### src/rtl/hello_world_pkg.sv
// Shared types and constants for the hello_world bring-up block.
// State encoding doubles as the LED pattern on z51al/z50al.
package hello_world_pkg;

  typedef enum logic [1:0] {
    ST_IDLE  = 2'b00,
    ST_COUNT = 2'b01,
    ST_HOLD  = 2'b10,
    ST_WRAP  = 2'b11
  } state_t;

  localparam int CNT_W  = 6;
  localparam int LFSR_W = 6;

  // Fibonacci taps for x^6 + x^5 + 1
  localparam int LFSR_TAP_HI = 5;
  localparam int LFSR_TAP_LO = 4;

  localparam logic [CNT_W-1:0]  DEFAULT_MATCH_VALUE = 6'd44;
  localparam logic [LFSR_W-1:0] DEFAULT_LFSR_SEED   = 6'h01;

  function automatic logic [LFSR_W-1:0] lfsr_step(input logic [LFSR_W-1:0] v);
    return {v[LFSR_W-2:0], v[LFSR_TAP_HI] ^ v[LFSR_TAP_LO]};
  endfunction

endpackage

### src/rtl/hello_world_sync.sv
// N-stage flop chain bringing an asynchronous pad into the clock domain.
// Clears to 0 on reset so nothing spurious appears during bring-up.
module hello_world_sync #(
  parameter int STAGES = 2
) (
  input  logic clk,
  input  logic rst_n,
  input  logic d,
  output logic q
);

  logic [STAGES-1:0] ff;

  always_ff @(posedge clk or negedge rst_n) begin
    if (!rst_n) begin
      ff <= '0;
    end else begin
      ff <= {ff[STAGES-2:0], d};
    end
  end

  assign q = ff[STAGES-1];

endmodule

### src/rtl/hello_world.sv
// Board bring-up demo: synchronized switches drive a parity flop, an up/down
// counter with match pulse, a 6-bit LFSR and a small FSM, all shown on LEDs.
module hello_world
  import hello_world_pkg::*;
#(
  parameter int                SYNC_STAGES = 2,
  parameter logic [CNT_W-1:0]  MATCH_VALUE = DEFAULT_MATCH_VALUE,
  parameter logic [LFSR_W-1:0] LFSR_SEED   = DEFAULT_LFSR_SEED
) (
  input  logic bertaClock,
  input  logic global_reset,
  input  logic x23,
  input  logic x24,
  input  logic x25,
  output logic xorOutput,
  output logic z0re,
  output logic z1re,
  output logic z2re,
  output logic z3re,
  output logic z4re,
  output logic z5re,
  output logic u34fe,
  output logic u35fe,
  output logic u36fe,
  output logic u37ah,
  output logic u38ah,
  output logic u39ah,
  output logic z50al,
  output logic z51al,
  output logic n44
);

  logic x23s, x24s, x25s;

  hello_world_sync #(.STAGES(SYNC_STAGES)) u_sync_x23 (
    .clk(bertaClock), .rst_n(global_reset), .d(x23), .q(x23s)
  );
  hello_world_sync #(.STAGES(SYNC_STAGES)) u_sync_x24 (
    .clk(bertaClock), .rst_n(global_reset), .d(x24), .q(x24s)
  );
  hello_world_sync #(.STAGES(SYNC_STAGES)) u_sync_x25 (
    .clk(bertaClock), .rst_n(global_reset), .d(x25), .q(x25s)
  );

  logic [CNT_W-1:0]  cnt, cnt_next;
  logic [LFSR_W-1:0] lf, lf_next;
  logic              wrap;
  logic              xor_q, n44_q;
  state_t            state, state_next;

  // Wrap is flagged on the step that crosses 63<->0, so the FSM and the
  // counter register it on the same edge.
  always_comb begin
    cnt_next = cnt;
    wrap     = 1'b0;
    if (x23s) begin
      if (x24s) begin
        cnt_next = cnt - 6'd1;
        wrap     = (cnt == '0);
      end else begin
        cnt_next = cnt + 6'd1;
        wrap     = (cnt == '1);
      end
    end
  end

  always_comb begin
    lf_next = lf;
    if (x25s) begin
      lf_next = lfsr_step(lf);
    end
  end

  always_comb begin
    state_next = state;
    unique case (state)
      ST_IDLE:  if (x23s) state_next = ST_COUNT;
      ST_COUNT: begin
        if (wrap) begin
          state_next = ST_WRAP;
        end else if (!x23s) begin
          state_next = ST_HOLD;
        end
      end
      ST_HOLD:  if (x23s) state_next = ST_COUNT;
      ST_WRAP:  state_next = ST_COUNT;
      default:  state_next = ST_IDLE;
    endcase
  end

  always_ff @(posedge bertaClock or negedge global_reset) begin
    if (!global_reset) begin
      cnt   <= '0;
      lf    <= LFSR_SEED;
      state <= ST_IDLE;
      xor_q <= 1'b0;
      n44_q <= 1'b0;
    end else begin
      cnt   <= cnt_next;
      lf    <= lf_next;
      state <= state_next;
      xor_q <= x23s ^ x24s ^ x25s;
      // Qualified by x23s so sitting at the match value does not re-fire.
      n44_q <= (cnt_next == MATCH_VALUE) && x23s;
    end
  end

  assign xorOutput = xor_q;
  assign n44       = n44_q;
  assign {z5re, z4re, z3re, z2re, z1re, z0re}         = cnt;
  assign {u39ah, u38ah, u37ah, u36fe, u35fe, u34fe}   = lf;
  assign {z51al, z50al}                               = state;

endmodule

### config.mk
export PLATFORM = sky130hd
export DESIGN_NAME = hello_world
export DESIGN_NICKNAME = d
export VERILOG_FILES = /design/src/rtl/hello_world_pkg.sv /design/src/rtl/hello_world_sync.sv /design/src/rtl/hello_world.sv
export SDC_FILE = /design/constraint.sdc
export NUM_CORES = 1
export LEC_CHECK = 0
export ABC_AREA = 1
export ABC_CLOCK_PERIOD_IN_PS = 3100
export CORE_ASPECT_RATIO = 1.1
export CORE_UTILIZATION = 53
export DETAILED_ROUTE_END_ITERATION = 16
export GPL_ROUTABILITY_DRIVEN = 0
export HOLD_SLACK_MARGIN = 0.02
export PLACE_DENSITY_LB_ADDON = 0.08
export SYNTH_ARGS = -nofsm -noshare
export SYNTH_HDL_FRONTEND = slang
export SYNTH_HIERARCHICAL = 1
export SYNTH_SLANG_ARGS = --single-unit
### constraint.sdc
create_clock -name bertaClock -period 3.1 [get_ports bertaClock]
set_input_delay 0.62 -clock bertaClock [delete_from_list [all_inputs] [get_ports bertaClock]]
set_output_delay 0.62 -clock bertaClock [all_outputs]
set_load 0.05 [all_outputs]
======== Word-level counts from Yosys, hierarchy flattened ========
Cells that the tools add are included.
cells by class
  add/sub/neg operators ................... 2
  equality and inequality tests ........... 7
  muxes and demuxes ....................... 8
  bitwise gates (word level) .............. 3
  reductions and logical operators ........ 5
operators with widths
  operator                                                                  count
  6-bit == test (second input constant)                                     2
  6-bit 2-to-1 mux                                                          2
  6-bit by 1-bit adder with 6-bit output (second input constant)            1
  6-bit zero test                                                           1
  2-bit 2-to-1 mux                                                          3
  2-bit one-hot mux with 3 select lines                                     1
  6-bit by 1-bit subtractor with 6-bit output (second input constant)       1
  2-bit == test (second input constant)                                     2
  3-bit inequality test (second input constant)                             1
  1-bit XOR                                                                 3
  2-bit by 1-bit == test with 1-bit output (second input constant)          1
  2-bit zero test                                                           1
  1-bit 2-to-1 mux                                                          2
  2-bit by 1-bit inequality test with 1-bit output (second input constant)  1
  2-bit AND reduction                                                       1
  2-bit OR reduction                                                        1
  1-bit logical AND                                                         1
storage, ports and cells
  flip-flop bits (word level) ............. 22
  output and inout bits ................... 16

======== Logic depth before layout (Yosys ltp) ========
Gate-level depths: netlist (run 1).
  word-level depth ........................ 5
  depth in mapped cells ................... 10

======== Modules after synthesis ========
The synthesis (run 1) kept the hierarchy.
modules (own cells, without submodules)
  module            times used  cells an instance  area each (um^2)  seq. area each (um^2)
  hello_world       1           108                883.3             401.6
  hello_world_sync  3           2                  50.0              50.0

======== Worst setup path before layout (run 1) ========
OpenSTA, ideal clock, no wires.
  path kind ............................... reg-to-reg
  start ................................... register cnt[0]
  end ..................................... register n44_q, in the netlist n44
  library setup time ...................... 0.114 ns
  arrival time ............................ 1.767 ns
  required time ........................... 2.986 ns
  path slack .............................. 1.219 ns
  stages on the path, launching flop included .. 11
  buffers on the path ..................... 0
  period minus slack after synthesis ...... 1.881 ns
  cell sequence ........................... dfrtp_1 inv_1 fa_1 inv_1 nand3_1 nand2_1 nand2_1 nand3_1 nand2_1 nand3_1 nor2_2
between the ends
  longest elaborated chain between the ends .. 5
  elaborated cells on any way between the ends .. 6
RTL lines
  item                                                                                                   RTL line                              text
  from (decl)                                                                                            hello_world.sv:45                     logic [CNT_W-1:0] cnt, cnt_next;
  from (signal assigned)                                                                                 hello_world.sv:99                     cnt <= cnt_next;
  6-bit by 1-bit adder with 6-bit output or 6-bit by 1-bit subtractor with 6-bit output (tied branches)  hello_world.sv:61, hello_world.sv:58
  6-bit 2-to-1 mux                                                                                       hello_world.sv:57                     if (x24s) begin
  6-bit 2-to-1 mux *                                                                                     hello_world.sv:56                     if (x23s) begin
  6-bit == test *                                                                                        hello_world.sv:104                    n44_q <= (cnt_next == MATCH_VALUE) && x23s;
  1-bit logical AND *                                                                                    hello_world.sv:104
  to (signal assigned)                                                                                   hello_world.sv:104
  to (decl)                                                                                              hello_world.sv:48                     logic xor_q, n44_q;
Mark *: on every way between the ends. The rest lies on a longest branch, timed or not.
A chain may end at the register's enable or synchronous reset.

======== Final worst setup path (run 1) ========
  start ................................... register lf[0]
  end ..................................... output port u34fe
RTL lines
  item                    RTL line            text
  from (decl)             hello_world.sv:46   logic [LFSR_W-1:0] lf, lf_next;
  from (signal assigned)  hello_world.sv:100  lf <= lf_next;
  to (decl)               hello_world.sv:22   output logic u34fe,
No word-level cell between the ends.

==> results of run 1 <==
==> cell families (layout without fill, tap and decap cells) <==
family,Yosys count,count (layout)
adder cells (fa/ha/maj),5,5
AND/OR/NAND/NOR,49,49
XOR/XNOR,6,6
buffers and inverters,20,43
AO/OA/AOI/OAI,12,12
flip-flops,22,22
==> metal layers <==
layer | routed length, um | up-vias | track usage | part of all wire
li1 | - | 408 | - | -
met1 | 808 | 385 | 0.246 | 0.44
met2 | 950 | 17 | 0.328 | 0.51
met3 | 60 | 4 | 0.0336 | 0.033
met4 | 27 | 0 | 0.0960 | 0.015
met5 | 0 | - | 0 | 0
==> flip-flops by register name, summed over array words and instances (netlist names) <==
| signal | cells |
|---|---|
| cnt | 6 |
| lf | 6 |
| n44 | 1 |
| state | 2 |
| u_sync_x23/ff | 2 |
| u_sync_x24/ff | 2 |
| u_sync_x25/ff | 2 |
| xorOutput | 1 |
==> how the worst min path moves through the flow <==
stage                            end  slack (ns)  depth (start not counted)
finish              u_sync_x23/ff[1]        0.36                          0
CTS                 u_sync_x23/ff[1]        0.36                          0
global route        u_sync_x25/ff[1]        0.38                          0
floorplan                     cnt[0]        0.32                          0
detailed placement  u_sync_x23/ff[1]        0.33                          0
global placement    u_sync_x24/ff[1]        0.33                          0
==> layout by cell type, fill, tap and decap left out, drive strengths merged, types with 2 or more instances in the layout <==
cell	netlist	final
nor3	2	2
clkbuf	0	4
o21ai	7	7
a21oi	5	5
nor2	4	4
nand2	28	28
nand3	13	13
xnor2	2	2
nand4	2	2
dfrtp	21	21
inv	18	18
xor2	4	4
ha	4	4
clkdlybuf4s50	0	20
==> through the flow <==
| step | power (mW) | hold slack, ns | utilization | cells | setup WS, ns |
|---|---|---|---|---|---|
| detailed placement | 0.983 | 0.335 | 0.694 | 151 | 1.17 |
| finish | 1.11 | 0.360 | 0.709 | 155 | 0.835 |
| global placement | 0.964 | 0.331 | 0.694 | 151 | 1.17 |
| global route | 1.19 | 0.385 | 0.709 | 155 | 0.790 |
| floorplan | 0.817 | 0.324 | - | 114 | 1.22 |
| CTS | 1.11 | 0.360 | 0.709 | 155 | 0.828 |
==> report_power, final <==
part	internal (mW)	leakage [nW]	total (mW)	switching (mW)
Sequential	0.336	0.270	0.405	0.0684
Combinational	0.200	0.337	0.571	0.371
Clock	0.0501	0.0150	0.130	0.0802
==> area by class of cell <==
cell class | instances | area, sq um
inverter | 19 | 71.3
multi-input combinational | 72 | 405
sequential | 22 | 552
tap | 18 | 22.5
clock buffer | 4 | 26.3
timing repair buffer | 20 | 200
fill | 155 | 524
==> worst register-to-register path, cell delays in order, from the launching register on <==
cell and delay (ns):
dfrtp_1 0.54, inv_1 0.13, fa_1 0.41, inv_1 0.07
nand3_1 0.08, nand3_1 0.09, nand3_1 0.07, nand2_1 0.09
nand3_1 0.08, nor2_2 0.08
==> results.toml, run 1 <==
[run_status]
status = "complete, no violations"

[routing]
viasPerCell = 5.25
drt_pre_antenna_iters = 6
detail-route-antenna-nets = 0
drc = 0
wl_per_cell_um = 11.9
routed-via-count = 814
detail_route.iter0.violations = 1
wl_um = 1850

[clocking]
insertion_delay_ns = 0.30
clk_pin_slew_ns = 0.11
h-tree-depth = 1
ctsHoldBuffers = 0
postCtsSetupRepairBufs = 0
cts_tree = "yes"
numCtsBuffers = 3
clk_path_buf_depth = 2
cts_resized = 0
cts.sinks = 22
ctsRootBufferMaster = "clkbuf_4"

[grt]
grt_usage = 0.198
grt_pass1_wl_um = 3160
antenna_found_initial = 0
grt_max_degree = 23
grt_overflow = 0
grt_pass1_vias = 777

[timing]
tightest_slew_ns = 0.938
slew_violations = 0
hold_viol_final = 0
fmax_mhz = 441
rsz0062_at_grt = "false"
finalSetupTns_ns = 0
fin_crit_ns = 2.27
slew_headroom = 0.373
timing.final.crit_share = 0.731
finalClockSkew_ns = 0.00182
finalSetupViolations = 0

[worst_setup_path]
crit_cells = 1
start_kind = "flop"
crit_arrival_ns = 1.65
crit_start = "lf[0]"
crit_slowest_cell = "clkdlybuf4s50_1"
required_ns = 2.48
worstSetupEndpoint = "u34fe"
path_cells = "clkdlybuf4s50_1"
crit_family = "buffers and inverters"
rrSetupSlack_ns = 1.40
setup.worst_path.class = "flop to output port"
max_stage_delay_ns = 0.79
crit_buf_inv = 1
timing.rr.end = "n44"
end_kind = "output port"
worstReg2RegStart = "u_sync_x24/ff[1]"
r2r_cells = 9
cp_max_fo = 3

[yosys]
synth_compound_area_frac = 0.0581
synth_most_common_cell = "nand2_1"
syn_nets = 124
synth_xor_area_frac = 0.0508
yosysUniqueCellTypes = 21
ys_ff_latch = 22
synth_top_flop_cell = "dfrtp_1"
syn_area_sq_um = 1030
synth_top_area_frac = 0.508
muxShareOfSynthArea = 0
syn_area_per_cell_sq_um = 9.07
synth_warnings = 6
synth-simple-area-share = 0.215
synth_edf_count = 0
synth_top_family_by_area = "simple AND/OR/NAND/NOR gates"
synthAdderAreaFrac = 0.0678
synthCells = 114
yosysSeqAreaShare = 0.534
post-synth-top-area-cell = "dfrtp_1"
async_reset_ff_frac = 1.00
synth.area.top_cells = "dfrtp_1 51%, nand2_1 9.8%, inv_1 6.2%"
synth_common_cells = "27 x nand2_1, 21 x dfrtp_1, 17 x inv_1"

[place]
dp_hpwl_um = 1420
placed_area_sq_um = 1250
io_buffers = 20

[finish]
nNetsFinal = 148
syn_to_final_growth_pct = 23.6
layout-drive-gt1-share = 0.0657
stdcell_area_sq_um = 1280
antenna_cells = 0

[pwr]
leakagePower_nw = 0.622
p_per_area_nw_per_um2 = 866
ir_worst_vdd_mv = 0.541

[floorplan]
die_area_sq_um = 2130
row_count = 16
chipWidth_um = 44.1
start_util = 0.574
core_area_sq_um = 1800
io_pins = 21
chipHeight_um = 48.3

[hold_path]
hold_path.startpoint = "u_sync_x23/ff[0]"
hp-class = "flop to flop"

[flow_run]
maxCapViolations = 0
(Power assumes the default switching activity.)
==> inputs of run 2 (changes only) <==
- ABC_CLOCK_PERIOD_IN_PS: 3100 -> 2100
- CORE_UTILIZATION: 53 -> 49
- clock period: 3.1 -> 2.1 ns (I/O delays scaled with it)
==> results.toml, run 2 (same netlist as run 1, synthesis figures left out) <==
[run_status]
status = "complete, no violations"

[pwr]
finalPower_mw = 1.64
ir_worst_vdd_mv = 0.753
p_per_area_nw_per_um2 = 1270
leakagePower_nw = 0.629

[floorplan]
row_count = 17
chipHeight_um = 50.2
io_pins = 21
core_area_sq_um = 2000
die_area_sq_um = 2300
start_util = 0.517
chipWidth_um = 45.8

[clocking]
postCtsSetupRepairBufs = 0
clk_pin_slew_ns = 0.12
cts_resized = 0
insertion_delay_ns = 0.30
cts.sinks = 22
clk_path_buf_depth = 2
cts_tree = "yes"
h-tree-depth = 1
ctsRootBufferMaster = "clkbuf_4"
ctsHoldBuffers = 0
numCtsBuffers = 3

[worst_setup_path]
crit_slowest_cell = "clkdlybuf4s50_1"
required_ns = 1.68
end_kind = "output port"
crit_arrival_ns = 1.60
start_kind = "flop"
path_cells = "clkdlybuf4s50_1"
cp_max_fo = 7
crit_buf_inv = 1
setup.worst_path.class = "flop to output port"
crit_family = "buffers and inverters"
max_stage_delay_ns = 0.84

[finish]
layout_common_cells = "27 x nand2_1, 21 x dfrtp_1, 19 x clkdlybuf4s50_1, 17 x inv_1, 11 x nand3_1"
syn_to_final_growth_pct = 25.3
antenna_cells = 0
nFillCells = 182
layout-drive-gt1-share = 0.0797
nNetsFinal = 149
regArea_sq_um = 552
layout_commonest_cell = "nand2_1"
top_regs = "cnt (6), lf (6)"
multi_input_area_sq_um = 405

[routing]
detail-route-antenna-nets = 0
drt_pre_antenna_iters = 4
detail_route.iter0.violations = 13
drc = 0
viasPerCell = 4.87
wl_um = 1920
routed-via-count = 808
wl_per_cell_um = 11.6

[grt]
top_usage_layer = "met2"
grt_pass1_vias = 760
grtUsageMet2 = 0.298
grt_overflow = 0
grt_usage = 0.187
met3_usage = 0.0216
grt_pass1_wl_um = 3120
antenna_found_initial = 0
grt_max_degree = 23
gr-usage-met1 = 0.256

[timing]
tightest_slew_ns = 0.512
slew_violations = 0
timing.final.crit_share = 0.960
finalSetupViolations = 0
holdWs_ns = 0.361
slew_headroom = 0.657
finalClockSkew_ns = 0.00283
fin_crit_ns = 2.02
hold_viol_final = 0
layout_setup_ws_ns = 0.0836
finalSetupTns_ns = 0
rsz0062_at_grt = "false"
fmax_mhz = 496

[place]
io_buffers = 20
pre_cts_slack_ns = 0.416
dp_hpwl_um = 1390

[hold_path]
hp-class = "flop to flop"

[flow_run]
maxCapViolations = 0
==> run 2: layer usage <==
metal  vias to the layer above  routed length, um
li1                        408                  -
met1                       383                925
met2                        15                924
met3                         2                 55
met4                         0                 13
met5                         -                  0
==> run 2: worst paths after layout <==
path	to	cells past startpoint	start	slack, ns
setup / recovery	z0re	1	cnt[0]	0.08
hold / removal	u_sync_x23/ff[1]	0	u_sync_x23/ff[0]	0.36
setup reg to reg	n44	9	u_sync_x24/ff[1]	0.42
hold reg to reg	u_sync_x23/ff[1]	0	u_sync_x23/ff[0]	0.36
max in group asynchronous	lf[0]	2	global_reset	1.37
min in group asynchronous	cnt[0]	2	global_reset	0.45
==> run 2: where the power goes <==
part	switching (mW)	internal, mW
clock network	0.122	0.0739
logic	0.550	0.297
registers	0.104	0.496
total	0.776	0.867
==> run 2: cell type report <==
class / instances / share of cell area
Sequential cell: 22 / 0.426
Inverter: 19 / 0.0551
Timing Repair Buffer: 21 / 0.158
Clock buffer: 4 / 0.0203
Multi-Input combinational cell: 72 / 0.313
Tap cell: 28 / 0.0271
==> run 2: stage by stage <==
step	utilization	cells	cell area, sq um
after floorplan	-	114	1030
after global placement	0.635	162	1270
after detailed placement	0.635	162	1270
after CTS	0.648	166	1290
after global routing	0.648	166	1290
final	0.648	166	1290
==> inputs of run 3 (changes only) <==
- CORE_UTILIZATION: 49 -> 45
==> results.toml, run 3 (same netlist as run 1, synthesis figures left out) <==
[run_status]
status = "complete, no violations"

[routing]
routed-via-count = 826
viasPerCell = 4.98
drc = 0
detail_route.iter0.violations = 23
drt_pre_antenna_iters = 4
wl_um = 1920
detail-route-antenna-nets = 0
wl_per_cell_um = 11.6

[pwr]
ir_worst_vdd_mv = 0.688
finalPower_mw = 1.68
leakagePower_nw = 0.655
p_per_area_nw_per_um2 = 1280

[timing]
rsz0062_at_grt = "false"
finalClockSkew_ns = 0.00652
finalSetupTns_ns = 0
fmax_mhz = 493
fin_crit_ns = 2.03
slew_violations = 0
tightest_slew_ns = 0.504
holdWs_ns = 0.363
timing.final.crit_share = 0.965
layout_setup_ws_ns = 0.0734
hold_viol_final = 0
slew_headroom = 0.663
finalSetupViolations = 0

[worst_setup_path]
crit_start = "cnt[4]"
worstSetupEndpoint = "z4re"
setup.worst_path.class = "flop to output port"
rrSetupSlack_ns = 0.38
crit_family = "buffers and inverters"
end_kind = "output port"
timing.rr.end = "n44"
cp_max_fo = 5
r2r_cells = 9
path_cells = "clkdlybuf4s50_1"
crit_cells = 1
required_ns = 1.68
crit_buf_inv = 1
max_stage_delay_ns = 0.84
start_kind = "flop"
crit_arrival_ns = 1.61
worstReg2RegStart = "u_sync_x24/ff[1]"
crit_slowest_cell = "clkdlybuf4s50_1"

[floorplan]
chipWidth_um = 47.7
die_area_sq_um = 2490
core_area_sq_um = 2080
chipHeight_um = 52.3
start_util = 0.496
io_pins = 21
row_count = 17

[place]
io_buffers = 20
placed_area_sq_um = 1270
dp_hpwl_um = 1410
pre_cts_slack_ns = 0.396

[flow_run]
maxCapViolations = 0

[finish]
layout_common_cells = "27 x nand2_1, 21 x dfrtp_1, 17 x inv_1, 17 x clkdlybuf4s50_1, 11 x nand3_1"
multi_input_area_sq_um = 405
nNetsFinal = 149
nFillCells = 196
layout_commonest_cell = "nand2_1"
top_regs = "cnt (6), lf (6)"
regArea_sq_um = 552
stdcell_area_sq_um = 1310
antenna_cells = 0
syn_to_final_growth_pct = 26.8
layout-drive-gt1-share = 0.0870

[clocking]
numCtsBuffers = 3
h-tree-depth = 1
ctsRootBufferMaster = "clkbuf_4"
cts_tree = "yes"
clk_path_buf_depth = 2
clk_pin_slew_ns = 0.12
cts.sinks = 22
ctsHoldBuffers = 0
insertion_delay_ns = 0.31

[grt]
grt_overflow = 0
grt_pass1_vias = 770
grt_max_degree = 23
antenna_found_initial = 0
grt_usage = 0.185
grt_pass1_wl_um = 3280

[hold_path]
hp-class = "flop to flop"
[run 3: repair_timing]
action,CTS,global route
endpoints found under the setup margin,0,2
gates resized for setup,0,2
setup buffers,0,0
[run 3: how the worst min path moves through the flow]
stage / start / to / cells past startpoint
after CTS: u_sync_x23/ff[0] / u_sync_x23/ff[1] / 0
after detailed placement: u_sync_x23/ff[0] / u_sync_x23/ff[1] / 0
final: u_sync_x23/ff[0] / u_sync_x23/ff[1] / 0
after global placement: u_sync_x23/ff[0] / u_sync_x23/ff[1] / 0
after global routing: u_sync_x23/ff[0] / u_sync_x23/ff[1] / 0
after floorplan: global_reset / cnt[0] / 0
[run 3: per-layer routing]
layer | share of wire | GRT usage | vias to the layer above
li1 | - | - | 413
met1 | 0.47 | 0.262 | 390
met2 | 0.49 | 0.279 | 21
met3 | 0.039 | 0.0310 | 2
met4 | 0.0062 | 0.0694 | 0
met5 | 0 | 0 | -
[run 3: where the power goes]
group	switching, mW	leakage [nW]	internal, mW
Combinational	0.554	0.363	0.295
Clock	0.127	0.0210	0.106
Sequential	0.104	0.270	0.496
[run 3: stage by stage]
step                cells  utilization
global route          166        0.628
CTS                   166        0.626
floorplan             114            -
finish                166        0.628
global placement      162        0.609
detailed placement    162        0.609
[run 3: layout make-up]
cell class	count	share of cell area
Clock buffer	4	0.0277
Sequential cell	22	0.421
Tap cell	28	0.0267
Inverter	19	0.0544
Multi-Input combinational cell	72	0.309
Timing Repair Buffer	21	0.160
[run 3: worst register-to-register path: cells and delay by family, from the launching register on]
kind / cells / cell delay (ns)
DFF: 1 / 0.54
and+or+nand+nor: 6 / 0.51
adders and majority gates: 1 / 0.41
buffers and inverters: 2 / 0.19
